### config.mk
export PLATFORM = sky130hd
export DESIGN_NAME = mix_column_unit
export DESIGN_NICKNAME = d
export VERILOG_FILES = /design/src/rtl/mix_column_unit.sv
export SDC_FILE = /design/constraint.sdc
export NUM_CORES = 1
export LEC_CHECK = 0
export ABC_AREA = 1
export CAP_MARGIN = 20
export CORE_MARGIN = 5
export CORE_UTILIZATION = 53
export DETAILED_ROUTE_END_ITERATION = 6
export HOLD_SLACK_MARGIN = 0.05
export PLACE_DENSITY = 0.8
export SLEW_MARGIN = 20
export SYNTH_ARGS = -nofsm -noshare
export SYNTH_HDL_FRONTEND = slang
export SYNTH_SLANG_ARGS = --single-unit
export TNS_END_PERCENT = 100
### constraint.sdc
create_clock -name clk -period 2.6 [get_ports clk]
set_clock_uncertainty 0.05 [all_clocks]
set_input_delay 0.65 -clock clk [delete_from_list [all_inputs] [get_ports clk]]
set_output_delay 0.65 -clock clk [all_outputs]
set_load 0.01 [all_outputs]
### src/rtl/mix_column_unit.sv
// Serial AES MixColumns engine: one output byte per cycle over a valid/ready column interface.
// Define MIX_COLUMN_INV_EN to add the in_inv port and InvMixColumns coefficients.
module mix_column_unit (
  input  logic        clk,
  input  logic        rst_n,
  input  logic        in_valid,
  output logic        in_ready,
  input  logic [31:0] in_col,
`ifdef MIX_COLUMN_INV_EN
  input  logic        in_inv,
`endif
  output logic        out_valid,
  input  logic        out_ready,
  output logic [31:0] out_col,
  output logic        busy
);

  localparam logic [1:0] IDLE = 2'd0;
  localparam logic [1:0] CALC = 2'd1;
  localparam logic [1:0] DONE = 2'd2;

  logic [1:0]  state_r;
  logic [1:0]  idx_r;
  logic [31:0] col_r;
  logic [31:0] out_col_r;
  logic        mode_s;
  logic [7:0]  byte_s;
  logic [1:0]  k_s;

  // Shift-and-add GF(2^8) product, reducing by 0x11B whenever bit 7 shifts out.
  function automatic logic [7:0] gf_mul(input logic [7:0] a, input logic [7:0] b);
    logic [7:0] acc;
    logic [7:0] x;
    acc = 8'h00;
    x   = a;
    for (int i = 0; i < 8; i++) begin
      if (b[i]) acc = acc ^ x;
      x = x[7] ? ({x[6:0], 1'b0} ^ 8'h1B) : {x[6:0], 1'b0};
    end
    return acc;
  endfunction

  // Row-0 coefficient k of the circulant matrix; row r uses index (c - r) mod 4.
  function automatic logic [7:0] coef(input logic [1:0] k, input logic inv);
    logic [7:0] c;
    case ({inv, k})
      3'b000:  c = 8'h02;
      3'b001:  c = 8'h03;
      3'b010:  c = 8'h01;
      3'b011:  c = 8'h01;
`ifdef MIX_COLUMN_INV_EN
      3'b100:  c = 8'h0E;
      3'b101:  c = 8'h0B;
      3'b110:  c = 8'h0D;
      3'b111:  c = 8'h09;
`endif
      default: c = 8'h00;
    endcase
    return c;
  endfunction

`ifdef MIX_COLUMN_INV_EN
  logic inv_r;
  assign mode_s = inv_r;
`else
  assign mode_s = 1'b0;
`endif

  // Four parallel multipliers produce output byte idx from the latched column.
  always_comb begin
    byte_s = 8'h00;
    k_s    = 2'd0;
    for (int c = 0; c < 4; c++) begin
      k_s    = c[1:0] - idx_r;
      byte_s = byte_s ^ gf_mul(coef(k_s, mode_s), col_r[31-8*c -: 8]);
    end
  end

  // Control FSM, operand capture and serial result assembly.
  always_ff @(posedge clk or negedge rst_n) begin
    if (!rst_n) begin
      state_r   <= IDLE;
      idx_r     <= 2'd0;
      col_r     <= 32'h0;
      out_col_r <= 32'h0;
`ifdef MIX_COLUMN_INV_EN
      inv_r     <= 1'b0;
`endif
    end else begin
      case (state_r)
        IDLE: begin
          if (in_valid) begin
            col_r     <= in_col;
`ifdef MIX_COLUMN_INV_EN
            inv_r     <= in_inv;
`endif
            idx_r     <= 2'd0;
            out_col_r <= 32'h0;
            state_r   <= CALC;
          end
        end
        CALC: begin
          case (idx_r)
            2'd0:    out_col_r[31:24] <= byte_s;
            2'd1:    out_col_r[23:16] <= byte_s;
            2'd2:    out_col_r[15:8]  <= byte_s;
            2'd3:    out_col_r[7:0]   <= byte_s;
            default: out_col_r        <= out_col_r;
          endcase
          idx_r <= idx_r + 2'd1;
          if (idx_r == 2'd3) state_r <= DONE;
        end
        DONE: begin
          if (out_ready) state_r <= IDLE;
        end
        default: state_r <= IDLE;
      endcase
    end
  end

  assign in_ready  = (state_r == IDLE);
  assign out_valid = (state_r == DONE);
  assign busy      = (state_r == CALC) || (state_r == DONE);
  assign out_col   = out_col_r;

endmodule

Word level (Yosys, flattened, before mapping)

Index checks and enable logic that the tools add are counted.

Mux-type cells: 76
Add/subtract/negate cells: 5
Reduce and logical (&&, ||, !) cells: 19
Equality and inequality tests: 23
Bitwise operators: 59

Operators with widths:

| operator              | count |
|---|---|
| $mux W8               | 35 |
| $xor A8 B8 Y8         | 19 |
| $mux W5               | 28 |
| $not A4 Y4            | 28 |
| $pmux W32 S2          | 1 |
| $mux W32              | 1 |
| $xor A8 B6 Y8         | 4 |
| $xor A8 B7 Y8         | 4 |
| $pmux W2 S3           | 5 |
| $xor A8 B5 Y8         | 3 |
| $eq A2 B2 Y1 const B  | 11 |
| $reduce_and A3 Y1     | 5 |
| $eq A2 B1 Y1 const B  | 6 |
| $logic_not A3 Y1      | 4 |
| $mux W2               | 5 |
| $ne A2 B1 Y1 const B  | 4 |
| $reduce_or A2 Y1      | 4 |
| $xor A2 B5 Y5         | 1 |
| $logic_not A2 Y1      | 2 |
| $ne A2 B2 Y1 const B  | 2 |
| $pmux W2 S2           | 1 |
| $reduce_and A2 Y1     | 2 |
| $sub A1 B2 Y2 const A | 2 |
| $sub A2 B2 Y2 const A | 2 |
| other kinds (3)       | 3 |

Output and inout port bits: 35
Register bits after elaboration: 68
Input bits: 36

Longest topological paths before layout

Gate-level depths: netlist of the first run.

Word-level depth: 25
Mapped depth: 16
Depth with buffers taken out: 16

Least setup slack after synthesis of the first run

No wires, ideal clock.

Path kind: reg2reg
Start point: register idx_r[0]
End point: register out_col_r[0], in the netlist out_col[0]
Setup slack: 0.659 ns
Stages on the path, launching flop included: 13
Buffers on the path: 1
Arrival: 1.772 ns
Path through: dfrtp_1 inv_1 ha_1 buf_6 nand2_1 xnor2_1 or2_1 nand2_1 nand2_1 nand2_1 nand2_1 nand4_1 nand2_1

Word-level cells in the longest chain between the ends: 24

Ends and longest elaborated chain:

| item                                           | RTL line | text |
|---|---|---|
| start, declared                                | 23       | `logic [1:0] idx_r;` |
| start signal, assigned                         | 110      | `idx_r <= idx_r + 2'd1;` |
| $sub A1 B2 Y2                                  | 74       | `k_s = c[1:0] - idx_r;` |
| $eq A2 B2 Y1                                   | 46       | `case ({inv, k})` |
| $reduce_or A2 Y1 (no line)                     | n/a      |  |
| $pmux W2 S3                                    | 46       |  |
| $mux W2 or $mux W8 (tied branches)             | 37       | `if (b[i]) acc = acc ^ x;` |
| $xor A2 B5 Y5 or $xor A8 B5 Y8 (tied branches) | 37       |  |
| $mux W8                                        | 37       |  |
| $xor A8 B6 Y8                                  | 37       |  |
| (+6 left out)                                  | n/a      |  |
| $mux W8                                        | 37       |  |
| $xor A8 B8 Y8                                  | 37       |  |
| $mux W8                                        | 37       |  |
| $xor A8 B8 Y8                                  | 37       |  |
| $mux W8                                        | 37       |  |
| $xor A8 B8 Y8 (3 in series)                    | 75       | `byte_s = byte_s ^ gf_mul(coef(k_s, mode_s), col_r[31-8*c -: 8]);` |
| $mux W8                                        | 103      | `case (idx_r)` |
| $pmux W32 S2                                   | 90       | `case (state_r)` |
| end signal, assigned                           | 107      | `2'd3: out_col_r[7:0] <= byte_s;` |
| end signal, assigned                           | 108      | `default: out_col_r <= out_col_r;` |
| end, declared                                  | 25       | `logic [31:0] out_col_r;` |

Parallel ways exist; a longest one is shown, timed or not. The select of a mux whose other input is x is not followed.
A chain may end at the register's enable or synchronous reset.

Worst setup path after layout of the first run

Start point: register state_r[0]
End point: output in_ready

Word-level cells in the longest chain between the ends: 1

Ends and longest elaborated chain:

| item                   | RTL line | text |
|---|---|---|
| start, declared        | 22       | `logic [1:0] state_r;` |
| start signal, assigned | 82       | `state_r <= IDLE;` |
| start signal, assigned | 99       | `state_r <= CALC;` |
| start signal, assigned | 111      | `if (idx_r == 2'd3) state_r <= DONE;` |
| $logic_not A2 Y1       | 121      | `assign in_ready = (state_r == IDLE);` |
| end, declared          | 7        | `output logic in_ready,` |

Every way passes these cells.

==> results of run 1 <==
-- report_power, final --
group	internal, mW	leakage (nW)	switching (mW)
clock network	0.459	0.102	0.465
logic	1.86	1.61	2.99
registers	1.48	0.846	0.366
-- per-layer routing --
metal  wire (um)  global-route usage, %  vias to the layer above
met1        4110                   26.5                     1702
met4         112                   5.83                        0
met5           0                      0                        -
met3         615                   6.33                       12
met2        4610                   35.2                       93
li1            -                      -                     1788
-- logic make-up (layout without fill, tap and decap cells) --
logic type | Yosys count | after routing
compound gates | 44 | 44
flops | 68 | 68
buf+inv | 76 | 152
xor+xnor | 20 | 20
fa+ha+maj | 11 | 11
mux | 21 | 21
simple gates | 278 | 278
-- through the flow --
step,setup slack (ps),total power [mW],util [%],cell area (um2),cells
6_report,252,7.63,68.3,5010,693
3_3_place_gp,259,6.50,65.5,4800,677
2_1_floorplan,659,5.31,-,4010,518
3_5_place_dp,242,6.66,65.5,4800,677
4_1_cts,215,7.61,68.3,5010,693
5_1_grt,69.2,8.38,68.3,5010,693
-- registers in the layout, summed over array words and instances, names as in the netlist --
name,cells
col_r,32
idx_r,2
out_col,32
state_r,2
-- Yosys cell counts, drive strengths merged --
cell / instances
o21bai: 3
o221ai: 1
dfrtp: 68
nand4: 22
ha: 11
inv: 60
xnor2: 9
xor2: 11
buf: 13
nand3: 37
mux2: 21
or2: 3
clkbuf: 3
nor2: 27
nand2: 189
o21ai: 24
a21oi: 16
-- final cells by class --
type | count | area [um2]
clock buffer | 9 | 124
clock inverter | 7 | 83.8
fill | 596 | 2320
inverter | 60 | 225
multi-input combinational | 374 | 2000
sequential | 68 | 1700
tap | 99 | 124
timing repair buffer | 76 | 753
-- how the worst max path moves through the flow --
stage	start	end	slack, ps
6_report	state_r[0]	in_ready	250
5_1_grt	idx_r[0]	out_col[23]	70
4_1_cts	state_r[1]	in_ready	210
3_5_place_dp	in_valid	out_col[13]	240
3_3_place_gp	in_valid	out_col[23]	260
2_1_floorplan	idx_r[0]	out_col[0]	660
-- worst register-to-register path: stages, from the launching register on --
cell                      delay [ps]
sky130_fd_sc_hd__dfrtp_1         420
sky130_fd_sc_hd__inv_1           140
sky130_fd_sc_hd__ha_2            480
sky130_fd_sc_hd__buf_4           160
sky130_fd_sc_hd__nand2_2          40
sky130_fd_sc_hd__xor2_1          190
sky130_fd_sc_hd__nor2_1           80
sky130_fd_sc_hd__nor2_1          130
sky130_fd_sc_hd__nand2_1          80
sky130_fd_sc_hd__nand3_1         140
sky130_fd_sc_hd__nand3_4         150
sky130_fd_sc_hd__o21ai_2         150
-- repair_timing --
| item | in CTS | in global routing |
|---|---|---|
| hold endpoints to repair | 0 | 0 |
| gates resized for setup | 0 | 1 |
| setup endpoints to repair | 0 | 6 |
==> metrics.md, run 1 <==
| Metric | Value |
|---|---|
| CP max stage delay | 570 ps |
| # Post-CTS Setup Buffers | 0 |
| Endpoint class of the critical path | output pin |
| Clk Tree Root Cell | sky130_fd_sc_hd__clkbuf_8 |
| Result of the run | completed |
| Dominant combinational cell family by area after synthesis | simple AND/OR/NAND/NOR gates |
| Largest net degree at the start of global routing | 44 |
| Post-synthesis adder-cell area fraction | 3.43% |
| Net count of the finished layout | 636 |
| Crit-path slowest cell | sky130_fd_sc_hd__clkdlybuf4s50_1 |
| Most common cell after layout, fill and taps aside | sky130_fd_sc_hd__nand2_1 |
| Area fraction in and, or, nand and nor cells after synthesis | 29.5% |
| Final Setup Violations | 0 |
| Synth area leaders | sky130_fd_sc_hd__dfrtp_1 (42%), sky130_fd_sc_hd__nand2_1 (17%), sky130_fd_sc_hd__mux2_2 (5.9%) |
| Kind of path behind the tightest hold check | primary input to asynchronous set/reset pin |
| Setup TNS | 0 ps |
| Clock insertion delay at the later pin of the skew report | 370 ps |
| Clock-pin slew on the worst setup and hold paths | 80 ps |
| Floorplan die height | 97.0 um |
| Depth of the most critical reg-to-reg path | 11 |
| Pwr per Cell Area | 1520 nW/um2 |
| Total number of vias | 3595 |
| # diodes | 0 |
| Via/cell ratio | 5.19 |
| Initial Utilization | 54.8% |
| Top-area cell type share of the netlist area | 42.4% |
| Number of buffers created by CTS | 9 |
| Highest fanout seen on the critical path | 4 |
| Instance count of the mapped netlist | 518 |
| Post-DRT Antenna Nets | 0 |
| CTS H-Tree Depth | 3 |
| Mux contribution to synthesized area | 5.89% |
| Depth of the critical timing path with buffers and inverters included | 3 |
| Xor and xnor fraction of the mapped netlist area | 4.36% |
| Worst VDD drop | 696 uV |
| Worst max-slew margin expressed relative to the limit | 69.9% |
| Smallest hold slack | 161 ps |
| I/O pins | 71 |
| Complex-gate fraction of the synthesized area | 6.51% |
| Post-route clock period utilization | 90.3% |
| Total number of yosys warnings | 0 |
| Total routing usage reported by global routing | 21.1% |
| Timing-limited maximum frequency | 426 MHz |
| Net count after synthesis | 565 |
| Initial antenna violation count | 0 |
| Final count of pins violating max slew | 0 |
| Number of clock sinks | 68 |
| Routability cong. | 0.909 |
| Width of the die | 97.0 um |
| Number of hold-slack violations in the final timing report | 0 |
| CP startpoint kind | flip-flop |
| Commonest non-fill, non-tap cells in the layout | sky130_fd_sc_hd__nand2_1 (183), sky130_fd_sc_hd__clkdlybuf4s50_1 (69), sky130_fd_sc_hd__dfrtp_1 (68), sky130_fd_sc_hd__inv_1 (49), sky130_fd_sc_hd__nand3_1 (36) |
| Layout cells sized above 1 | 12.1% |
| Lkg Pwr | 2.56 nW |
| DRC Markers | 0 |
| Largest area contributor in the netlist | sky130_fd_sc_hd__dfrtp_1 |
| Clock period minus worst slack | 2350 ps |
| Arrival time at the worst endpoint | 1650 ps |
| RSZ-0062 raised after global routing | no |
| Wire length of the first global-routing pass | 16.3 mm |
| Setup slack of the worst register-to-register path | 320 ps |
| WL final | 9.45 mm |
| Core Region | 7330 um2 |
| GRT overflow | 0 |
| Number of global-route vias before repair | 3492 |
| Port Buf Inserts | 70 |
| Buffers plus inverters on the worst setup path | 2 |
| Data required, critical path | 1900 ps |
| Clock Path Buffers | 2 |
| Die Area | 9410 um2 |
| Number of iterations in the first detailed-routing pass | 5 |
| Total number of placement rows | 31 |
| Post-synthesis instance area | 4010 um2 |
| Number of maximum-capacitance constraint violations | 0 |
| Post-CTS Hold Fix Bufs | 0 |
| Slew at the pin closest to its max-slew limit | 452 ps |
| Critical R2R Launch | idx_r[0] |
| CP Cell Sequence | inv_1, ha_1, clkdlybuf4s50_1 |
| Violation count after the first detailed-route iteration | 267 |
| Detailed placer's ending HPWL | 7.30 mm |
| Area Overhead vs Synth | 24.8% |
| Routed len/inst | 13.6 um |
| Synthesized area divided by synthesized cell count | 7.75 um2 |
| Sequential-to-total area share from yosys stat | 42.4% |
| Kind of cell adding the most delay to the critical path | buffers and inverters |
| Class of the most critical setup path | flip-flop to output pin |
| Critical register-to-register path endpoint | out_col[6] |
| Count of state elements after synthesis | 68 |
| Distinct cell type count after synthesis | 27 |
| TritonCTS clock tree | built |
Note: power is estimated with default switching activity, not from simulation.
==> run 2, diff against run 1 <==
--- a/config.mk
+++ b/config.mk
@@ -8,10 +8,11 @@
 export ABC_AREA = 1
 export CAP_MARGIN = 20
 export CORE_MARGIN = 5
-export CORE_UTILIZATION = 53
+export CORE_UTILIZATION = 55
+export CTS_BUF_LIST = sky130_fd_sc_hd__clkbuf_4
 export DETAILED_ROUTE_END_ITERATION = 6
 export HOLD_SLACK_MARGIN = 0.05
-export PLACE_DENSITY = 0.8
+export PLACE_DENSITY = 0.83
 export SLEW_MARGIN = 20
 export SYNTH_ARGS = -nofsm -noshare
 export SYNTH_HDL_FRONTEND = slang
==> constraint.sdc (replaced) <==
create_clock -name clk -period 2.4 [get_ports clk]
set_clock_uncertainty 0.05 [all_clocks]
set_input_delay 0.6 -clock clk [delete_from_list [all_inputs] [get_ports clk]]
set_output_delay 0.6 -clock clk [all_outputs]
set_load 0.01 [all_outputs]
==> metrics.md, run 2 (synthesized netlist as in run 1, its figures left out) <==
| Metric | Value |
|---|---|
| Result of the run | completed (unchanged) |
| Clock Path Buffers | 2 (unchanged) |
| Worst VDD drop | 695 uV (was 696 uV) |
| Clock period minus worst slack | 2220 ps |
| Post-route clock period utilization | 92.4% |
| Via/cell ratio | 5.23 (was 5.19) |
| Core Region | 7180 um2 (was 7330 um2) |
| Violation count after the first detailed-route iteration | 190 (was 267) |
| Arrival time at the worst endpoint | 2530 ps (was 1650 ps) |
| Final Setup Violations | 0 (unchanged) |
| Width of the die | 95.4 um (was 97.0 um) |
| Buffers plus inverters on the worst setup path | 2 (unchanged) |
| Clock-pin slew on the worst setup and hold paths | 130 ps (was 80 ps) |
| # diodes | 0 (unchanged) |
| Floorplan die height | 95.4 um (was 97.0 um) |
| Kind of path behind the tightest hold check | primary input to asynchronous set/reset pin (unchanged) |
| Number of maximum-capacitance constraint violations | 0 (unchanged) |
| CP max stage delay | 450 ps (was 570 ps) |
| Number of clock sinks | 68 (unchanged) |
| Initial antenna violation count | 0 (unchanged) |
| RSZ-0062 raised after global routing | no (unchanged) |
| Clk Tree Root Cell | sky130_fd_sc_hd__clkbuf_4 (was sky130_fd_sc_hd__clkbuf_8) |
| I/O pins | 71 (unchanged) |
| Clock insertion delay at the later pin of the skew report | 420 ps (was 370 ps) |
| Commonest non-fill, non-tap cells in the layout | sky130_fd_sc_hd__nand2_1 (183), sky130_fd_sc_hd__dfrtp_1 (67), sky130_fd_sc_hd__clkdlybuf4s50_1 (66), sky130_fd_sc_hd__inv_1 (49), sky130_fd_sc_hd__nand3_1 (35) (was sky130_fd_sc_hd__nand2_1 (183), sky130_fd_sc_hd__clkdlybuf4s50_1 (69), sky130_fd_sc_hd__dfrtp_1 (68), sky130_fd_sc_hd__inv_1 (49), sky130_fd_sc_hd__nand3_1 (36)) |
| Port Buf Inserts | 70 (unchanged) |
| Worst max-slew margin expressed relative to the limit | 69.1% (was 69.9%) |
| Layout cells sized above 1 | 13.6% (was 12.1%) |
| Area taken by flip-flops and latches | 1700 um2 (about the same) |
| Kind of cell adding the most delay to the critical path | XOR/XNOR gates (was buffers and inverters) |
| Highest fanout seen on the critical path | 13 (was 4) |
| Setup TNS | 0 ps (unchanged) |
| Fin cells | 695 (was 693) |
| Area Overhead vs Synth | 24.4% (was 24.8%) |
| CP Cell Sequence | inv_1, ha_4, inv_2, nand2_1, xnor2_1, xnor2_1, xor2_2, nand3_1, nand2_1 (was inv_1, ha_1, clkdlybuf4s50_1) |
| Total number of placement rows | 31 (unchanged) |
| Post-DRT Antenna Nets | 0 (unchanged) |
| GRT overflow | 0 (unchanged) |
| Slew at the pin closest to its max-slew limit | 463 ps (was 452 ps) |
| Routability cong. | 0.898 (was 0.909) |
| Total number of vias | 3637 (was 3595) |
| Footprint of the multi-input gates | 2050 um2 (was 2000 um2) |
| TritonCTS clock tree | built (unchanged) |
| Data required, critical path | 2710 ps (was 1900 ps) |
| Class of the most critical setup path | flip-flop to flip-flop (was flip-flop to output pin) |
| Total routing usage reported by global routing | 22.7% (was 21.1%) |
| Timing-limited maximum frequency | 451 MHz |
| Pwr per Cell Area | 1610 nW/um2 (was 1520 nW/um2) |
| CTS H-Tree Depth | 3 (unchanged) |
| Lkg Pwr | 2.57 nW (was 2.56 nW) |
| Number of iterations in the first detailed-routing pass | 5 (unchanged) |
| Most common cell after layout, fill and taps aside | sky130_fd_sc_hd__nand2_1 (unchanged) |
| Die Area | 9110 um2 (was 9410 um2) |
| Number of buffers created by CTS | 9 (unchanged) |
| Wire length of the first global-routing pass | 15.9 mm (was 16.3 mm) |
| Crit-path slowest cell | sky130_fd_sc_hd__dfrtp_1 (was sky130_fd_sc_hd__clkdlybuf4s50_1) |
| CP startpoint kind | flip-flop (unchanged) |
| Setup slack at placement | -76.2 ps (was 242 ps) |
| Detailed placer's ending HPWL | 7.44 mm (was 7.30 mm) |
| Post-CTS Hold Fix Bufs | 0 (unchanged) |
| WL final | 9.76 mm (was 9.45 mm) |
| # Post-CTS Setup Buffers | 0 (unchanged) |
| Placed cell count | 679 (was 677) |
| Initial Utilization | 55.9% (was 54.8%) |
| Number of hold-slack violations in the final timing report | 0 (unchanged) |
| Net count of the finished layout | 638 (was 636) |
| Routed len/inst | 14.0 um (was 13.6 um) |
| DRC Markers | 0 (unchanged) |
| Final count of pins violating max slew | 0 (unchanged) |
| Endpoint class of the critical path | flip-flop (was output pin) |
| Setup slack after layout | 181 ps (was 252 ps) |
| Layout filler cell count | 581 (was 596) |
| Largest net degree at the start of global routing | 69 (was 44) |
| Number of global-route vias before repair | 3347 (was 3492) |
## run 2: path summary, 6_finish.rpt
| kind | start | endpoint | slack, ps | cells past startpoint |
|---|---|---|---|---|
| hold / removal | rst_n | out_col[28] | 130 | 2 |
| max in group asynchronous | rst_n | idx_r[0] | 1880 | 2 |
| setup reg to reg | idx_r[1] | out_col[18] | 180 | 9 |
| hold reg to reg | out_col[3] | out_col[3] | 450 | 2 |
| min in group clk | out_col[3] | out_col[3] | 450 | 2 |
| setup / recovery | idx_r[1] | out_col[18] | 180 | 9 |
## run 2: what timing repair did
| item | CTS | global route |
|---|---|---|
| setup endpoints to repair | 8 | 20 |
| gates resized for setup | 2 | 11 |
| cloned | 0 | 0 |
## run 2: power breakdown
| part | internal [mW] | switching (mW) |
|---|---|---|
| Sequential | 1.60 | 0.413 |
| Clock | 0.215 | 0.441 |
| Combinational | 2.04 | 3.31 |
## run 2: final cells by class
cell class,count,area share (%)
inverter,60,4.51
clock inverter,7,1.03
clock buffer,9,1.35
timing repair buffer,78,15.5
sequential,68,34.1
tap,99,2.48
multi-input combinational,374,41.0
## run 2: routing by layer
layer	up-vias	global-route usage (%)	share of wire, %
li1	1797	-	-
met1	1688	30.0	43
met2	135	37.2	49
met3	17	5.13	6.0
met4	0	7.35	1.8
met5	-	0	0
## run 2: stage by stage
| step | hold slack [ps] | instance area [um2] | total power, mW | util (%) |
|---|---|---|---|---|
| floorplan | 254 | 4010 | 5.75 | - |
| finish | 128 | 4990 | 8.03 | 69.6 |
| global route | 130 | 4990 | 8.79 | 69.6 |
| CTS | 127 | 4940 | 7.93 | 68.9 |
| detailed placement | 420 | 4810 | 7.18 | 67.1 |
| global placement | 415 | 4810 | 6.98 | 67.1 |
## run 2: worst register-to-register path, cell delays in order (launching register included)
cell                      delay (ps)
sky130_fd_sc_hd__dfrtp_1         450
sky130_fd_sc_hd__inv_1           190
sky130_fd_sc_hd__ha_4            280
sky130_fd_sc_hd__inv_2           160
sky130_fd_sc_hd__nand2_1          80
sky130_fd_sc_hd__xnor2_1         140
sky130_fd_sc_hd__xnor2_1         320
sky130_fd_sc_hd__xor2_2          280
sky130_fd_sc_hd__nand3_1         120
sky130_fd_sc_hd__nand2_1          90
==> run 3, diff against run 2 <==
--- a/config.mk
+++ b/config.mk
@@ -8,13 +8,13 @@
 export ABC_AREA = 1
 export CAP_MARGIN = 20
 export CORE_MARGIN = 5
-export CORE_UTILIZATION = 55
+export CORE_UTILIZATION = 59
 export CTS_BUF_LIST = sky130_fd_sc_hd__clkbuf_4
 export DETAILED_ROUTE_END_ITERATION = 6
 export HOLD_SLACK_MARGIN = 0.05
-export PLACE_DENSITY = 0.83
+export PLACE_DENSITY = 0.88
 export SLEW_MARGIN = 20
 export SYNTH_ARGS = -nofsm -noshare
 export SYNTH_HDL_FRONTEND = slang
 export SYNTH_SLANG_ARGS = --single-unit
-export TNS_END_PERCENT = 100
+export TNS_END_PERCENT = 1
==> constraint.sdc (replaced) <==
create_clock -name clk -period 2.82 [get_ports clk]
set_clock_uncertainty 0.05 [all_clocks]
set_input_delay 0.705 -clock clk [delete_from_list [all_inputs] [get_ports clk]]
set_output_delay 0.705 -clock clk [all_outputs]
set_load 0.01 [all_outputs]
==> metrics.md, run 3 (synthesized netlist as in run 1, its figures left out) <==
| Metric | Value |
|---|---|
| Lkg Pwr | 2.53 nW (was 2.57 nW) |
| Die Area | 8550 um2 (was 9110 um2) |
| Result of the run | completed (unchanged) |
| Net switching power | 3.43 mW (was 4.16 mW) |
| Detailed placer's ending HPWL | 7.25 mm (was 7.44 mm) |
| Number of buffers created by CTS | 9 (unchanged) |
| Proportion of power drawn by flip-flops and latches | 25.3% (was 25.1%) |
| Routability cong. | 0.927 (was 0.898) |
| Setup slack at placement | 380 ps (was -76.2 ps) |
| Post-DRT Antenna Nets | 0 (unchanged) |
| Number of hold-slack violations in the final timing report | 0 (unchanged) |
| Fraction of power spent switching nets | 51.2% (was 51.9%) |
| DRC Markers | 0 (unchanged) |
| Data required, critical path | 2070 ps (was 2710 ps) |
| Floorplan die height | 92.5 um (was 95.4 um) |
| Largest net degree at the start of global routing | 44 (was 69) |
| Final Setup Violations | 0 (unchanged) |
| Layout cells sized above 1 | 11.7% (was 13.6%) |
| Worst max-slew margin expressed relative to the limit | 56.6% (was 69.1%) |
| Post-layout util | 73.1% (was 69.6%) |
| Post-CTS Hold Fix Bufs | 0 (unchanged) |
| Number of iterations in the first detailed-routing pass | 4 (was 5) |
| Total number of placement rows | 30 (was 31) |
| Area taken by flip-flops and latches | 1700 um2 (about the same) |
| # diodes | 0 (unchanged) |
| Footprint of the multi-input gates | 2000 um2 (was 2050 um2) |
| Number of clock sinks | 68 (unchanged) |
| Number of global-route vias before repair | 3496 (was 3347) |
| Fin cells | 672 (was 695) |
| CP startpoint kind | flip-flop (unchanged) |
| Clock period minus worst slack | 2460 ps |
| Slew at the pin closest to its max-slew limit | 652 ps (was 463 ps) |
| Endpoint class of the critical path | output pin (was flip-flop) |
| Clk Tree Root Cell | sky130_fd_sc_hd__clkbuf_4 (unchanged) |
| Clock insertion delay at the later pin of the skew report | 430 ps (was 420 ps) |
| Most common cell after layout, fill and taps aside | sky130_fd_sc_hd__nand2_1 (unchanged) |
| Layout filler cell count | 520 (was 581) |
| Resized cells post-CTS | 0 (was 2) |
| Core Region | 6720 um2 (was 7180 um2) |
| I/O pins | 71 (unchanged) |
| WL final | 9.31 mm (was 9.76 mm) |
| # Post-CTS Setup Buffers | 0 (unchanged) |
| Setup TNS | 0 ps (unchanged) |
| Initial antenna violation count | 0 (unchanged) |
| RSZ-0062 raised after global routing | no (unchanged) |
| Net count of the finished layout | 634 (was 638) |
| Commonest non-fill, non-tap cells in the layout | sky130_fd_sc_hd__nand2_1 (183), sky130_fd_sc_hd__clkdlybuf4s50_1 (69), sky130_fd_sc_hd__dfrtp_1 (68), sky130_fd_sc_hd__inv_1 (49), sky130_fd_sc_hd__nand3_1 (36) (was sky130_fd_sc_hd__nand2_1 (183), sky130_fd_sc_hd__dfrtp_1 (67), sky130_fd_sc_hd__clkdlybuf4s50_1 (66), sky130_fd_sc_hd__inv_1 (49), sky130_fd_sc_hd__nand3_1 (35)) |
| Clock Path Buffers | 2 (unchanged) |
| CTS H-Tree Depth | 3 (unchanged) |
| Routed len/inst | 13.9 um (was 14.0 um) |
| Setup slack after layout | 357 ps (was 181 ps) |
| GRT overflow | 0 (unchanged) |
| Total power of the final layout | 6.71 mW (was 8.03 mW) |
| Number of maximum-capacitance constraint violations | 0 (unchanged) |
| Violation count after the first detailed-route iteration | 317 (was 190) |
| Class of the most critical setup path | flip-flop to output pin (was flip-flop to flip-flop) |
| Clock-pin slew on the worst setup and hold paths | 130 ps (about the same) |
| Via/cell ratio | 5.35 (was 5.23) |
| Initial Utilization | 59.7% (was 55.9%) |
| Area Overhead vs Synth | 22.4% (was 24.4%) |
| Width of the die | 92.5 um (was 95.4 um) |
| Port Buf Inserts | 70 (unchanged) |
| Placed cell area | 4760 um2 (was 4810 um2) |
| Placed cell count | 656 (was 679) |
| Post-layout instance area | 4910 um2 (was 4990 um2) |
| Clk pwr share | 10.3% (was 8.2%) |
| Combinational group share of total power | 64.4% (was 66.7%) |
| Total routing usage reported by global routing | 23.5% (was 22.7%) |
| Highest fanout seen on the critical path | 4 (was 13) |
| P_int | 3.28 mW (was 3.86 mW) |
| Kind of path behind the tightest hold check | primary input to asynchronous set/reset pin (unchanged) |
| Post-route clock period utilization | 87.3% |
| Final count of pins violating max slew | 0 (unchanged) |
| Timing-limited maximum frequency | 406 MHz |
| Smallest hold slack | 229 ps (was 128 ps) |
| Wire length of the first global-routing pass | 16.1 mm (was 15.9 mm) |
| Pwr per Cell Area | 1370 nW/um2 (was 1610 nW/um2) |
| Worst VDD drop | 653 uV (was 695 uV) |
| Total number of vias | 3594 (was 3637) |
| Arrival time at the worst endpoint | 1710 ps (was 2530 ps) |
| TritonCTS clock tree | built (unchanged) |
run 3: cell count changes in the layout (fill, tap and decap cells not counted), moves of 3 or more:
cell                              change
sky130_fd_sc_hd__buf_4                -4
sky130_fd_sc_hd__clkdlybuf4s50_1      +3
sky130_fd_sc_hd__dlymetal6s2s_1       -3
sky130_fd_sc_hd__ha_1                 +3
sky130_fd_sc_hd__xor2_1               +3
sky130_fd_sc_hd__xor2_2               -3
run 3: cell type report:
cell class / count / area share, %
well taps: 80 / 2.04
clock buffers: 9 / 1.38
inverters: 60 / 4.59
repair buffers: 74 / 15.0
multi-input cells: 374 / 40.6
clock inverters: 7 / 1.68
flip-flops and latches: 68 / 34.6
run 3: metal layers:
layer | share of wire (%) | GRT usage (%) | vias to the layer above
met5 | 0 | 0 | -
met4 | 1.2 | 8.04 | 0
met3 | 6.0 | 4.39 | 11
met2 | 49 | 39.0 | 107
met1 | 44 | 30.7 | 1689
li1 | - | - | 1787
run 3: path summary, 6_finish.rpt:
path                       slack, ps   startpoint           to  cells after the start
max in group asynchronous       1860        rst_n  out_col[18]                      2
setup reg to reg                 410     idx_r[0]  out_col[22]                     11
min in group clk                 450  out_col[25]  out_col[25]                      2
hold / removal                   230        rst_n    col_r[23]                      1
setup / recovery                 360   state_r[0]     in_ready                      3
hold reg to reg                  450  out_col[25]  out_col[25]                      2
run 3: power by group through the flow:
stage	Sequential [mW]	Clock [mW]	Combinational [mW]
after floorplan	1.66	0	3.23
after global placement	1.70	0	4.14
after detailed placement	1.72	0	4.28
after CTS	1.70	0.699	4.31
after global routing	1.76	0.749	4.87
final	1.70	0.688	4.32
run 3: worst max-delay path: stages, from the launching register on:
cell and delay, ps:
sky130_fd_sc_hd__dfrtp_1 420, sky130_fd_sc_hd__inv_1 80, sky130_fd_sc_hd__ha_1 220, sky130_fd_sc_hd__clkdlybuf4s50_1 560
